[src/rtl/inv_round_engine_if.sv]
// Ciphertext-in / plaintext-out handshake plus the round-key lookup bus of the
// AES-128 decrypt engine. The engine side is the slave modport.
interface inv_round_engine_if;
    // valid/ready: a word moves on a rising clk edge where valid and ready are
    // both high; valid is never withdrawn by the engine before that edge, and
    // ready carries no obligation for the other side while valid is low.
    logic         in_valid;
    logic         in_ready;
    logic [127:0] in_data;
    logic [3:0]   rk_idx;
    logic [127:0] rk;
    logic         out_valid;
    logic         out_ready;
    logic [127:0] out_data;
    logic         busy;
    logic [1:0]   fsm_state;

    modport slave (
        input  in_valid, in_data, rk, out_ready,
        output in_ready, rk_idx, out_valid, out_data, busy, fsm_state
    );

    modport master (
        output in_valid, in_data, rk, out_ready,
        input  in_ready, rk_idx, out_valid, out_data, busy, fsm_state
    );
endinterface

[src/rtl/inv_round_engine.sv]
// Iterative AES-128 inverse cipher: one round per clock through a single shared
// round-logic instance, round keys fetched from an external store via rk_idx.
module inv_round_engine #(
    parameter int NR = 10
) (
    input logic              clk,
    input logic              rst,
    inv_round_engine_if.slave bus
);

    if (NR != 10) begin : g_nr_check
        $error("inv_round_engine supports only NR = 10 (AES-128)");
    end

    typedef enum logic [1:0] {
        IDLE  = 2'd0,
        ROUND = 2'd1,
        DONE  = 2'd2
    } state_t;

    // Inverse S-box, entry 0 in the most significant byte.
    localparam logic [2047:0] INV_SBOX = {
        128'h52096ad53036a538bf40a39e81f3d7fb, 128'h7ce339829b2fff87348e4344c4dee9cb,
        128'h547b9432a6c2233dee4c950b42fac34e, 128'h082ea16628d924b2765ba2496d8bd125,
        128'h72f8f66486689816d4a45ccc5d65b692, 128'h6c704850fdedb9da5e154657a78d9d84,
        128'h90d8ab008cbcd30af7e45805b8b34506, 128'hd02c1e8fca3f0f02c1afbd0301138a6b,
        128'h3a9111414f67dcea97f2cfcef0b4e673, 128'h96ac7422e7ad3585e2f937e81c75df6e,
        128'h47f11a711d29c5896fb7620eaa18be1b, 128'hfc563e4bc6d279209adbc0fe78cd5af4,
        128'h1fdda8338807c731b11210592780ec5f, 128'h60517fa919b54a0d2de57a9f93c99cef,
        128'ha0e03b4dae2af5b0c8ebbb3c83539961, 128'h172b047eba77d626e169146355210c7d
    };

    function automatic logic [7:0] inv_sub(input logic [7:0] b);
        return INV_SBOX[{~b, 3'b000} +: 8];
    endfunction

    // Byte k sits at row k%4, column k/4; row n rotates right by n.
    function automatic logic [127:0] inv_shift_sub(input logic [127:0] s);
        logic [127:0] o;
        o = '0;
        for (int c = 0; c < 4; c++) begin
            for (int r = 0; r < 4; r++) begin
                o[127 - 8*(4*c + r) -: 8] = inv_sub(s[127 - 8*(4*((c - r + 4) % 4) + r) -: 8]);
            end
        end
        return o;
    endfunction

    function automatic logic [7:0] xtime(input logic [7:0] b);
        return {b[6:0], 1'b0} ^ (b[7] ? 8'h1b : 8'h00);
    endfunction

    function automatic logic [31:0] inv_mix_col(input logic [31:0] col);
        logic [7:0] a  [4];
        logic [7:0] m9 [4];
        logic [7:0] mb [4];
        logic [7:0] md [4];
        logic [7:0] me [4];
        logic [7:0] x2, x4, x8;
        for (int i = 0; i < 4; i++) begin
            a[i]  = col[31 - 8*i -: 8];
            x2    = xtime(a[i]);
            x4    = xtime(x2);
            x8    = xtime(x4);
            m9[i] = x8 ^ a[i];
            mb[i] = x8 ^ x2 ^ a[i];
            md[i] = x8 ^ x4 ^ a[i];
            me[i] = x8 ^ x4 ^ x2;
        end
        return {me[0] ^ mb[1] ^ md[2] ^ m9[3],
                m9[0] ^ me[1] ^ mb[2] ^ md[3],
                md[0] ^ m9[1] ^ me[2] ^ mb[3],
                mb[0] ^ md[1] ^ m9[2] ^ me[3]};
    endfunction

    function automatic logic [127:0] inv_mix(input logic [127:0] s);
        logic [127:0] o;
        o = '0;
        for (int c = 0; c < 4; c++) begin
            o[127 - 32*c -: 32] = inv_mix_col(s[127 - 32*c -: 32]);
        end
        return o;
    endfunction

    state_t       state;
    state_t       state_next;
    logic [3:0]   r;
    logic [127:0] st;
    logic [127:0] out_data_q;
    logic [127:0] round_out;
    logic         in_ready;
    logic         out_valid;
    logic         busy;
    logic [3:0]   rk_idx;
    logic         accept;

    // Shared round logic; InvMixColumns is applied only on non-final rounds.
    assign round_out = inv_shift_sub(st) ^ bus.rk;
    assign accept    = bus.in_valid && in_ready;

    always_ff @(posedge clk or posedge rst) begin
        if (rst) begin
            state <= IDLE;
        end else begin
            state <= state_next;
        end
    end

    always_comb begin
        state_next = state;
        case (state)
            IDLE:    if (accept) state_next = ROUND;
            ROUND:   if (r == 4'd0) state_next = DONE;
            DONE:    if (bus.out_ready) state_next = IDLE;
            default: state_next = IDLE;
        endcase
    end

    always_comb begin
        in_ready  = 1'b0;
        out_valid = 1'b0;
        busy      = 1'b0;
        rk_idx    = 4'(NR);
        case (state)
            IDLE:    in_ready = 1'b1;
            ROUND: begin
                busy   = 1'b1;
                rk_idx = r;
            end
            DONE:    out_valid = 1'b1;
            default: ;
        endcase
    end

    always_ff @(posedge clk or posedge rst) begin
        if (rst) begin
            st         <= '0;
            r          <= '0;
            out_data_q <= '0;
        end else begin
            case (state)
                IDLE: begin
                    if (accept) begin
                        st <= bus.in_data ^ bus.rk;
                        r  <= 4'(NR - 1);
                    end
                end
                ROUND: begin
                    if (r != 4'd0) begin
                        st <= inv_mix(round_out);
                        r  <= r - 4'd1;
                    end else begin
                        out_data_q <= round_out;
                    end
                end
                default: ;
            endcase
        end
    end

    assign bus.in_ready  = in_ready;
    assign bus.out_valid = out_valid;
    assign bus.busy      = busy;
    assign bus.rk_idx    = rk_idx;
    assign bus.out_data  = out_data_q;
    assign bus.fsm_state = state;

endmodule

[src/flat_wrapper.sv]
// flat-port wrapper written by rule: the top's interface ports become plain ports
module inv_round_engine_flat 
#(
    parameter int NR = 10
)
  (clk, rst, bus_in_valid, bus_in_data, bus_rk, bus_out_ready, bus_in_ready, bus_rk_idx, bus_out_valid, bus_out_data, bus_busy, bus_fsm_state);
  inv_round_engine_if bus_i ();
  input logic clk;
  input logic rst;
  input wire logic [$bits(bus_i.in_valid)-1:0] bus_in_valid;
  input wire logic [$bits(bus_i.in_data)-1:0] bus_in_data;
  input wire logic [$bits(bus_i.rk)-1:0] bus_rk;
  input wire logic [$bits(bus_i.out_ready)-1:0] bus_out_ready;
  output wire logic [$bits(bus_i.in_ready)-1:0] bus_in_ready;
  output wire logic [$bits(bus_i.rk_idx)-1:0] bus_rk_idx;
  output wire logic [$bits(bus_i.out_valid)-1:0] bus_out_valid;
  output wire logic [$bits(bus_i.out_data)-1:0] bus_out_data;
  output wire logic [$bits(bus_i.busy)-1:0] bus_busy;
  output wire logic [$bits(bus_i.fsm_state)-1:0] bus_fsm_state;
  assign bus_i.in_valid = bus_in_valid;
  assign bus_i.in_data = bus_in_data;
  assign bus_i.rk = bus_rk;
  assign bus_i.out_ready = bus_out_ready;
  assign bus_in_ready = bus_i.in_ready;
  assign bus_rk_idx = bus_i.rk_idx;
  assign bus_out_valid = bus_i.out_valid;
  assign bus_out_data = bus_i.out_data;
  assign bus_busy = bus_i.busy;
  assign bus_fsm_state = bus_i.fsm_state;
  inv_round_engine #(.NR(NR)) u_core (.clk(clk), .rst(rst), .bus(bus_i));
endmodule
[config.mk]
export PLATFORM = sky130hd
export DESIGN_NAME = inv_round_engine_flat
export DESIGN_NICKNAME = d
export VERILOG_FILES = /design/src/rtl/inv_round_engine_if.sv /design/src/rtl/inv_round_engine.sv /design/src/flat_wrapper.sv
export SDC_FILE = /design/constraint.sdc
export NUM_CORES = 2
export LEC_CHECK = 0
export CORE_ASPECT_RATIO = 2
export CORE_MARGIN = 3
export CORE_UTILIZATION = 45
export DETAILED_ROUTE_END_ITERATION = 16
export GPL_TIMING_DRIVEN = 0
export PLACE_DENSITY = 0.62
export SLEW_MARGIN = 20
export SYNTH_ARGS = -nofsm -noshare
export SYNTH_HDL_FRONTEND = slang
export SYNTH_SLANG_ARGS = --single-unit
[constraint.sdc]
create_clock -name clk -period 28.3 [get_ports clk]
set_clock_uncertainty 0.1 [all_clocks]
set_input_delay 8.49 -clock clk [delete_from_list [all_inputs] [get_ports clk]]
set_output_delay 8.49 -clock clk [all_outputs]
set_load 0.05 [all_outputs]
==> results of run 1 <==
stage by stage:
| stage | hold WS [ns] | instances | utilization, % | area (sq um) | setup WS [ns] |
|---|---|---|---|---|---|
| floorplan | 0.407 | 10536 | - | 78800 | 12.50 |
| global placement | 0.361 | 13221 | 49.3 | 85600 | 8.52 |
| detailed placement | 0.374 | 13228 | 49.5 | 85900 | 15.21 |
| CTS | 0.388 | 13294 | 50.3 | 87200 | 15.59 |
cell families after synthesis:
family / synth area share (%)
fa+ha+maj: 3.95
mux: 8.75
buf+inv: 8.87
xor+xnor: 14.5
simple gates: 21.9
compound gates: 33.6
flops: 8.32
layer usage:
layer	GRT overflow	global-route usage, %
met5	0	17.9
met4	841	77.4
met3	22	52.2
met2	1603	93.8
met1	16	68.4
cells in the mapped netlist (all sizes together) (59+ instances only):
| cell | instances |
|---|---|
| inv | 179 |
| nor2 | 651 |
| a21oi | 637 |
| nand2 | 783 |
| a211o | 70 |
| nand3 | 224 |
| o31ai | 107 |
| a211oi | 235 |
| nor2b | 317 |
| o221ai | 74 |
| mux2i | 124 |
| or2 | 110 |
| a311oi | 174 |
| nor3b | 70 |
| a221oi | 183 |
| nand2b | 371 |
| a31oi | 207 |
| a2111oi | 85 |
| ha | 249 |
| o211ai | 209 |
| or3 | 90 |
| a311o | 59 |
| buf | 681 |
| o21ai | 788 |
| o22ai | 93 |
| mux4 | 194 |
| mux2 | 114 |
| xnor3 | 94 |
| nor3 | 353 |
| xor2 | 343 |
| and3 | 64 |
| clkbuf | 560 |
| xnor2 | 559 |
| and2 | 118 |
| dfrtp | 262 |
| a21o | 64 |
| o311ai | 152 |
==> implementation parameters, run 1 <==
Parameter                              Value

Run status
  Status    did not finish
  Last step reached    global routing
  First Err    [ERROR GRT-0116] Global routing finished with congestion. Check the congestion regions in the DRC Viewer.

CTS
  Root buffer selected by CTS    sky130_fd_sc_hd__clkbuf_16
  Longest Clk Path Bufs    3
  Number of buffers inserted during clock tree synthesis    38
  Post-CTS setup repair buffer count    0
  Number of hold buffers added after CTS    0
  H-tree levels    2
  # resized after CTS    0
  Clk sink count    262

Synthesis
  Predominant post-synthesis flop cell    sky130_fd_sc_hd__dfrtp_1
  Post-synth EDFFs    0
  Syn Std Cell Area    78800 sq um
  Async S/R FF share, synth    100%
  Cell taking the most area after synthesis    sky130_fd_sc_hd__dfrtp_1
  Avg Cell Area, Syn    7.48 sq um
  Leading post-synthesis cells by cell area    sky130_fd_sc_hd__dfrtp_1 (8.3%), sky130_fd_sc_hd__mux4_2 (5.5%), sky130_fd_sc_hd__xnor2_1 (5.5%), sky130_fd_sc_hd__o21ai_0 (5.0%), sky130_fd_sc_hd__a21oi_1 (4.0%)
  Flops & latches, synth    262
  Syn Nets    11045
  Mapped Cells    10536
  Share of synthesized area occupied by flip-flops and latches    8.32%
  Number of synthesis warnings    0
  Number of distinct library cell variants in the gate-level netlist after synthesis    127
  Share of the synthesized area in the top cell type    8.32%

Floorplanning
  Horizontal extent of the die    302 microns
  Number of I/O pins    397
  Cell Rows    216
  Overall die height    598 microns
  Starting density of the core    45.4%

Placed design
  Port Buffer Count    396
  HPWL after DPL    452000 microns
  Routability Congestion    1.38

Global route
  Global-route wire length before repair    951000 microns
  Global route overflow    2482
  GR Util All Layers    72.0%
  Number of global-route vias before repair    117984
  Maximum number of pins on one net before global-route repair    92
==> inputs of run 2 (changes only) <==
--- a/config.mk
+++ b/config.mk
@@ -5,12 +5,11 @@
 export SDC_FILE = /design/constraint.sdc
 export NUM_CORES = 2
 export LEC_CHECK = 0
-export CORE_ASPECT_RATIO = 2
 export CORE_MARGIN = 3
-export CORE_UTILIZATION = 45
+export CORE_UTILIZATION = 30
 export DETAILED_ROUTE_END_ITERATION = 16
 export GPL_TIMING_DRIVEN = 0
-export PLACE_DENSITY = 0.62
+export PLACE_DENSITY_LB_ADDON = 0.15
 export SLEW_MARGIN = 20
 export SYNTH_ARGS = -nofsm -noshare
 export SYNTH_HDL_FRONTEND = slang
==> implementation parameters, run 2 <==
Parameter                              Value

Finish
  Most frequent standard cell in the layout excluding fill and tap cells    sky130_fd_sc_hd__nand2_1
  Non-Filler Cell Area, Final    89600 sq um
  Most used cells in the layout excluding fill and tap cells    sky130_fd_sc_hd__nand2_1 (783), sky130_fd_sc_hd__o21ai_0 (778), sky130_fd_sc_hd__nor2_1 (650)
  Area growth from synthesis to final layout    13.8%
  Final cell utilization of the core    34.4%
  Share of layout cells above drive strength 1    13.3%
  Number of inserted filler cells in the final layout    28087
  Final-stage net count    11519

Timing
  Total count of max-transition violations in the final report    0
  Unrepaired setup endpoints after global routing    no
  Fin crit period    13.15 ns
  Maximum clock frequency    76.1 MHz
  Final Hold Violating Endpoints    0
  Sum of negative setup slack    0 ns
  Final number of setup-violating endpoints    0
  Relative slew slack    10.5%
  Final cycle utilization of the critical path    46.5%
  Transition time at the pin with the least slew margin    1.34 ns

Global route
  Initial antenna violation count    40
  Number of global-route vias before repair    98844
  Maximum number of pins on one net before global-route repair    85
  GR Util All Layers    43.4%
  Global route overflow    0
  Global-route wire length before repair    842000 microns

Synthesis
  Number of synthesis warnings    0 (unchanged)
  Share of synthesized area occupied by flip-flops and latches    8.32% (unchanged)
  Predominant post-synthesis flop cell    sky130_fd_sc_hd__dfrtp_1
  Flops & latches, synth    262 (unchanged)
  Avg Cell Area, Syn    7.48 sq um (unchanged)
  Syn Nets    11045 (unchanged)
  Post-synth EDFFs    0 (unchanged)
  Share of the synthesized area in the top cell type    8.32% (unchanged)
  Commonest cells in the synthesized netlist    sky130_fd_sc_hd__nand2_1 (783), sky130_fd_sc_hd__o21ai_0 (780), sky130_fd_sc_hd__nor2_1 (651)
  Number of distinct library cell variants in the gate-level netlist after synthesis    127 (unchanged)
  Syn Std Cell Area    78800 sq um (unchanged)
  Async S/R FF share, synth    100% (unchanged)
  Mapped Cells    10536 (unchanged)
  Cell taking the most area after synthesis    sky130_fd_sc_hd__dfrtp_1
  Leading post-synthesis cells by cell area    sky130_fd_sc_hd__dfrtp_1 (8.3%), sky130_fd_sc_hd__mux4_2 (5.5%), sky130_fd_sc_hd__xnor2_1 (5.5%), sky130_fd_sc_hd__o21ai_0 (5.0%), sky130_fd_sc_hd__a21oi_1 (4.0%)
  Most common cell in the netlist    sky130_fd_sc_hd__nand2_1

Floorplanning
  Core Area    260000 sq um
  Cell Rows    187 (-13%)
  Starting density of the core    30.3% (-15 points)
  Overall die height    518 microns (-13%)
  Horizontal extent of the die    518 microns (+72%)
  Number of I/O pins    397 (unchanged)
  Die area    269000 sq um

CTS
  Clock tree from TritonCTS    built
  Root buffer selected by CTS    sky130_fd_sc_hd__clkbuf_16
  Post-CTS setup repair buffer count    0 (unchanged)
  Number of hold buffers added after CTS    0 (unchanged)
  Clk sink count    262 (unchanged)
  Insertion delay of the later-clocked pin in the worst-skew pair    0.73 ns
  H-tree levels    2 (unchanged)
  # resized after CTS    0 (unchanged)
  Number of buffers inserted during clock tree synthesis    43 (+13%)
  Clock transition at the register clock pins on the worst setup and hold paths after CTS    0.06 ns
  Longest Clk Path Bufs    3 (unchanged)

Detailed routing
  1st-iter DRT viols    20825
  Via Count    105432
  Mean number of vias per cell    7.24
  Post-detailed-route DRC marker count    0
  Post-Route WL    620000 microns
  Detail-routed net length per standard cell    42.5 microns
  Remaining number of nets flagged by the antenna check after routing    0
  Detailed-routing iteration count for the pre-antenna-repair pass    13

Worst setup path
  Worst endpoint data arrival time    4.56 ns
  Maximum fanout count along the critical path    10
  Sort of element at the start of the critical path    flip-flop
  Origin of the worst setup path    u_core.bus.fsm_state[1]$_DFFE_PP0P_
  Data required time at the worst endpoint    19.71 ns
  R2R Path Start    u_core.st[41]$_DFFE_PP0P_
  Type of the setup path with the least slack    flip-flop to output port
  Critical Path End Type    output port

Placed design
  Post-DP Area    88000 sq um (+2.4%)
  Routability Congestion    1.11 (-19%)
  Port Buffer Count    396 (unchanged)
  HPWL after DPL    471000 microns (+4.1%)

Run
  Reported max-cap violation count    0

Run status
  Status    completed

Min path
  Origin of the worst min-delay path    u_core.bus.out_data[107]$_DFFE_PP0P_
  Worst Hold Class    flip-flop to flip-flop
run 2: final timing paths:
| kind | cells past startpoint | slack, ns | end |
|---|---|---|---|
| setup / recovery | 8 | 15.15 | bus_rk_idx[3] |
| setup reg to reg | 18 | 19.04 | u_core.st[99]$_DFFE_PP0P_ |
| hold reg to reg | 2 | 0.38 | u_core.bus.out_data[107]$_DFFE_PP0P_ |
| hold / removal | 2 | 0.38 | u_core.bus.out_data[107]$_DFFE_PP0P_ |
| min in group asynchronous | 2 | 8.13 | u_core.bus.out_data[59]$_DFFE_PP0P_ |
| max in group asynchronous | 5 | 18.37 | u_core.bus.out_data[73]$_DFFE_PP0P_ |
run 2: per-layer routing:
layer  routed length, microns  GRT usage, %  vias to the layer above
li1                         -             -                    40758
met1                   230000          54.2                    51310
met2                   248000          62.2                    10626
met3                    87200          15.5                     2702
met4                    54600          28.8                       36
met5                      292         0.213                        -
run 2: layout make-up:
class                      instances  area (sq um)  area share, %
clock buffer                      53          1180           1.32
tap                             3496          4370           4.88
multi-input combinational       8832         65600           73.2
antenna                           29          72.6         0.0810
timing repair buffer             429          4550           5.07
sequential                       262          6560           7.31
clock inverter                    27           278          0.310
inverter                         201           762          0.850
buffer                          1241          6290           7.02
run 2: through the flow:
| stage | hold slack [ns] | setup slack (ns) | instances |
|---|---|---|---|
| detailed placement | 0.374 | 15.12 | 14459 |
| global route | 0.410 | 15.12 | 14555 |
| global placement | 0.363 | 7.20 | 14428 |
| finish | 0.380 | 15.15 | 14570 |
| floorplan | 0.407 | 12.50 | 10536 |
| CTS | 0.389 | 15.13 | 14539 |
run 2: cells by family after synthesis:
logic type,count (synthesis),share of synthesized area (%)
compound gates,3755,33.6
xor+xnor,1020,14.5
fa+ha+maj,249,3.95
buf+inv,1442,8.87
flops,262,8.32
mux,432,8.75
simple gates,3376,21.9
run 2: worst max-delay path: stages (launching register included):
cell	delay (ns)
sky130_fd_sc_hd__dfrtp_1	0.58
sky130_fd_sc_hd__nand2b_1	0.18
sky130_fd_sc_hd__clkbuf_1	0.51
sky130_fd_sc_hd__inv_1	0.19
sky130_fd_sc_hd__clkbuf_2	0.42
sky130_fd_sc_hd__clkbuf_2	0.34
sky130_fd_sc_hd__buf_12	0.22
sky130_fd_sc_hd__nand2b_1	0.43
sky130_fd_sc_hd__clkdlybuf4s50_1	0.92
Power of run 2 is left out: the tool's default activity adds up to more than one toggle a clock period on the data nets, which glitch-free logic cannot reach.
